**src/rtl/pipe_stall_ctrl.sv**
```systemverilog
// pipe_stall_ctrl: merges ID/EX/MEM stall requests, sequences multi-cycle EX ops, issues branch redirect.
// Optional performance counters are built only when PIPE_CTRL_PERF_EN is defined.
module pipe_stall_ctrl #(
    parameter int MC_CNT_W = 5
) (
    input  logic                clk,
    input  logic                rst,
    input  logic                stallreq_id,
    input  logic                stallreq_mem,
    input  logic                ex_mc_start,
    input  logic [MC_CNT_W-1:0] ex_mc_cycles,
    input  logic                id_branch_flag,
    input  logic [31:0]         id_branch_target,
    output logic [5:0]          stall,
    output logic                ex_mc_done,
    output logic                flush,
    output logic                pc_redirect,
    output logic [31:0]         redirect_pc,
    output logic [31:0]         perf_stall_cycles,
    output logic [31:0]         perf_flushes,
    output logic [31:0]         perf_mc_ops
);
    localparam logic [0:0] RUN     = 1'b0;
    localparam logic [0:0] MC_BUSY = 1'b1;

    logic [0:0]          state_q, state_d;
    logic [MC_CNT_W-1:0] cnt_q, cnt_d;
    logic                mc_long, mc_hold;

    always_comb begin
        mc_long     = ex_mc_cycles >= MC_CNT_W'(2);
        mc_hold     = (state_q == RUN) ? (ex_mc_start && mc_long) : (cnt_q != '0);
        stall       = !rst         ? 6'b000000 :
                      stallreq_mem ? 6'b011111 :
                      mc_hold      ? 6'b001111 :
                      stallreq_id  ? 6'b000111 : 6'b000000;
        // A frozen EX stage cannot retire, so done waits for the MEM stall to clear
        ex_mc_done  = rst && !stallreq_mem &&
                      ((state_q == RUN) ? (ex_mc_start && !mc_long) : (cnt_q == '0));
        flush       = rst && id_branch_flag && !stall[2];
        pc_redirect = flush;
        redirect_pc = rst ? id_branch_target : 32'h0;
        state_d     = state_q;
        cnt_d       = cnt_q;
        if (!stallreq_mem) begin
            if (state_q == RUN) begin
                if (ex_mc_start && mc_long) begin
                    state_d = MC_BUSY;
                    cnt_d   = ex_mc_cycles - MC_CNT_W'(2);
                end
            end else if (cnt_q != '0) begin
                cnt_d = cnt_q - MC_CNT_W'(1);
            end else begin
                state_d = RUN;
            end
        end
    end

    always_ff @(posedge clk) begin
        if (!rst) begin
            state_q <= RUN;
            cnt_q   <= '0;
        end else begin
            state_q <= state_d;
            cnt_q   <= cnt_d;
        end
    end

`ifdef PIPE_CTRL_PERF_EN
    logic [31:0] perf_stall_q, perf_stall_d;
    logic [31:0] perf_flush_q, perf_flush_d;
    logic [31:0] perf_mc_q, perf_mc_d;

    always_comb begin
        perf_stall_d = perf_stall_q + {31'b0, |stall};
        perf_flush_d = perf_flush_q + {31'b0, flush};
        perf_mc_d    = perf_mc_q + {31'b0, ex_mc_done};
    end

    always_ff @(posedge clk) begin
        if (!rst) begin
            perf_stall_q <= '0;
            perf_flush_q <= '0;
            perf_mc_q    <= '0;
        end else begin
            perf_stall_q <= perf_stall_d;
            perf_flush_q <= perf_flush_d;
            perf_mc_q    <= perf_mc_d;
        end
    end

    assign perf_stall_cycles = perf_stall_q;
    assign perf_flushes      = perf_flush_q;
    assign perf_mc_ops       = perf_mc_q;
`else
    assign perf_stall_cycles = 32'h0;
    assign perf_flushes      = 32'h0;
    assign perf_mc_ops       = 32'h0;
`endif
endmodule
```
**config.mk**
```make
export PLATFORM = sky130hd
export DESIGN_NAME = pipe_stall_ctrl
export DESIGN_NICKNAME = d
export VERILOG_FILES = /design/src/rtl/pipe_stall_ctrl.sv
export SDC_FILE = /design/constraint.sdc
export NUM_CORES = 1
export LEC_CHECK = 0
export CAP_MARGIN = 40
export CORE_UTILIZATION = 28
export CTS_CLUSTER_DIAMETER = 30
export DETAILED_ROUTE_END_ITERATION = 8
export PLACE_DENSITY_LB_ADDON = 0.2
export SYNTH_ARGS = -nofsm -noshare
export SYNTH_HDL_FRONTEND = slang
export SYNTH_SLANG_ARGS = --single-unit
```
**constraint.sdc**
```tcl
create_clock -name clk -period 2.66 [get_ports clk]
set_input_delay 0.532 -clock clk [delete_from_list [all_inputs] [get_ports clk]]
set_output_delay 0.532 -clock clk [all_outputs]
set_load 0.005 [all_outputs]
```
==> results.toml <==
[route]
routed-wl-met3_um = 242
wl_per_cell_um = 9.44
drt_wl_total_um = 3590
met1_length_um = 1300
highest_layer = "met4"
dr_wl_met2_um = 1970
vias_per_cell = 3.60
drtPass1Iterations = 4
antenna_left = 0
vias = 1369
first_iter_violations = 53
drc = 0

[sta]
post-route-period-util_pct = 97.2
period_minus_slack_ns = 2.59
setup_ws_ns = 0.0740
rsz0062_at_grt = "false"
fin_skew_ns = 0.00211
setup_violations = 0
final_hold_viol_count = 0
fmax_mhz = 387
setup-tns-final_ns = 0
drv_slew = 0
worst_hold_slack_ns = 0.499

[critical_path]
crit_required_ns = 2.13
worstPathMaxFanout = 2
r2r_start = "cnt_q[0]$_SDFFE_PN0P_"
crit_chain = "clkdlybuf4s50_1 -> or3_4 -> a21o_1 -> a2111oi_4 -> buf_2"
slowest_stage = "clkdlybuf4s50_1"
crit_end = "flush"
reg2reg_depth = 7
reg2reg_to = "cnt_q[1]$_SDFFE_PN0P_"
path_buf_inv = 2
cp.arrival_ns = 2.05
worst_setup_path_end_kind = "output port"
critPathKind = "in -> out"
crit_start = "ex_mc_cycles[4]"
critPathMaxStageDelay_ns = 0.44
path_depth = 5
cpLargestDelayFamily = "buffers and inverters"
ff2ff_setup_slack_ns = 0.98
critPathLaunchType = "primary input"

[floorplanning]
die_w_um = 76.0
boundaryPins = 180
dieArea_sq_um = 5770
num_rows = 26
coreArea_sq_um = 5200
die_height_um = 76.0
initial_core_util_pct = 29.4

[power]
ir_drop_mv = 0.127
p_total_uw = 550
power.density_nw_per_um2 = 240
power_leakage_uw = 0.00110

[clock_tree]
cts_buffers = 3
insertion_delay_ns = 0.23
root_buffer = "clkbuf_8"
htree_num_levels = 1
cts.sinks = 6
clkTransAtPathRegs_ns = 0.04
clk_path_buf_depth = 2
cts_tree = "done"
postCtsHoldBufs = 0

[global_route]
grt_max_degree = 34
grt_first_pass_wirelength_um = 5630
grt_util_all_layers_pct = 12.0
overflow = 0
grt_pass1_vias = 1191
antenna_found_initial = 0

[placed_design]
dp.cells = 364
pre_cts_slack_ns = -0.631
port_buffers = 82
hpwl_um = 2890
gp_congestion = 0.749

[synthesis]
syn_inst = 208
synth_cell_type_count = 35
seq_area_frac_synth_pct = 7.84
synth_area_leaders = "buf_4 49%, and2_1 13%, dfxtp_1 7.8%"
yosysWarnings = 0
synth_seq_cells = 6
syn_area_sq_um = 1530
yosysTopAreaCellShare_pct = 49.5
yosys.area.top_type = "buf_4"
syn_area_per_cell_sq_um = 7.37

[worst_hold_path]
hp-class = "reg -> reg"

[cells_and_area]
area_growth_pct = 49.7
final_cells = 380
drive_gt1_share_pct = 15.2
layout.nets = 358
diodes = 0

[flow_run]
maxCapViolations = 0

[status]
status = "finished clean"
## layout by cell type, fill, tap and decap left out, types with 2 or more instances in the layout
cell,synthesis,final
nand2_1,8,8
conb_1,1,97
buf_4,101,28
clkbuf_8,0,3
ha_1,3,2
a21oi_1,5,3
inv_1,7,5
mux2i_1,2,2
buf_2,0,2
nand3b_1,2,2
dfxtp_1,6,6
xor2_1,3,3
and2_1,33,33
a31oi_1,2,2
o21ai_0,3,2
dlygate4sd2_1,0,6
clkdlybuf4s50_1,0,71
inv_2,0,2
nand2b_1,3,2
nor3b_1,2,2
o211ai_1,2,2
## worst min path at each step
stage,from,end,slack (ns),cells after the start
final,cnt_q[4]$_SDFFE_PN0P_,cnt_q[4]$_SDFFE_PN0P_,0.50,2
after global routing,cnt_q[4]$_SDFFE_PN0P_,cnt_q[4]$_SDFFE_PN0P_,0.53,2
after CTS,cnt_q[4]$_SDFFE_PN0P_,cnt_q[4]$_SDFFE_PN0P_,0.50,2
after detailed placement,cnt_q[4]$_SDFFE_PN0P_,cnt_q[4]$_SDFFE_PN0P_,0.50,2
after global placement,cnt_q[4]$_SDFFE_PN0P_,cnt_q[4]$_SDFFE_PN0P_,0.49,2
after floorplan,cnt_q[1]$_SDFFE_PN0P_,cnt_q[1]$_SDFFE_PN0P_,0.46,2
## synthesized netlist by cell type
cell type  number
nor2_1          1
o21ai_0         3
o21ba_2         1
nand3b_1        2
nand3_1         1
mux2i_1         2
o211ai_1        2
a21oi_1         5
buf_6           1
buf_4         101
a31oi_1         2
a21o_1          1
or2_2           1
o41a_1          1
inv_1           7
o2bb2ai_1       1
nor3_1          1
ha_1            3
a311oi_1        1
conb_1          1
dfxtp_1         6
and2_1         33
clkbuf_1        6
nand2_1         8
o22ai_1         1
xor2_1          3
or4_1           1
o41ai_1         1
o21bai_1        1
nand2b_1        3
nor3b_1         2
a2111oi_4       1
o31ai_1         1
or3_1           2
a41o_1          1
## per-stage QoR
step                      utilization [%]  instance area, sq um
after floorplan                         -                  1890
after global placement               40.9                  2130
after detailed placement             40.9                  2130
after CTS                            44.0                  2290
after global routing                 44.1                  2290
final                                44.1                  2290
## final cells by class
class	instances	area [sq um]
inverters	7	26.3
well taps	70	87.6
clock buffers	3	41.3
fillers	527	2910
multi-input cells	183	998
repair buffers	111	1020
flip-flops and latches	6	120
## metal layers
metal  up-vias  track usage, %
met2        84            22.4
li1        674               -
met4         0            3.08
met5         -               0
met3         6            3.11
met1       605            13.4
## report_power, final
| group | total (uW) | switching [uW] | internal (uW) | leakage (uW) |
|---|---|---|---|---|
| combinational | 304 | 127 | 176 | 0.00103 |
| clock | 143 | 44.9 | 97.8 | 0.0000216 |
| sequential | 104 | 5.63 | 98.1 | 0.0000492 |
## worst register-to-register path: cells and delay by family, from the launching register on
kind / cells / cell delay (ns)
adders and majority gates: 1 / 0.14
and+or+nand+nor: 3 / 0.68
DFF: 1 / 0.30
buffers and inverters: 2 / 0.28
muxes: 1 / 0.20
## logic make-up (layout without fill, tap and decap cells)
kind of cell / after synthesis / count (layout) / share of synthesized area [%]
AND/OR/NAND/NOR: 55 / 55 / 21.2
buffers and inverters: 115 / 121 / 53.4
XOR/XNOR: 3 / 3 / 1.71
multiplexers: 2 / 2 / 1.31
AO/OA/AOI/OAI: 23 / 23 / 11.8
other: 1 / 97 / 0.245
adder cells (fa/ha/maj): 3 / 3 / 2.45
flip-flops: 6 / 6 / 7.84
## repair_timing
action | in CTS | in global routing
pin swaps | 5 | 3
setup buffers | 13 | 0
resized for setup | 29 | 5
setup endpoints to repair | 7 | 8
## state kept, by name (all words and copies together), names as in the netlist
register / flops
cnt_q: 5
state_q: 1
Power figures use the tool's default switching activity.
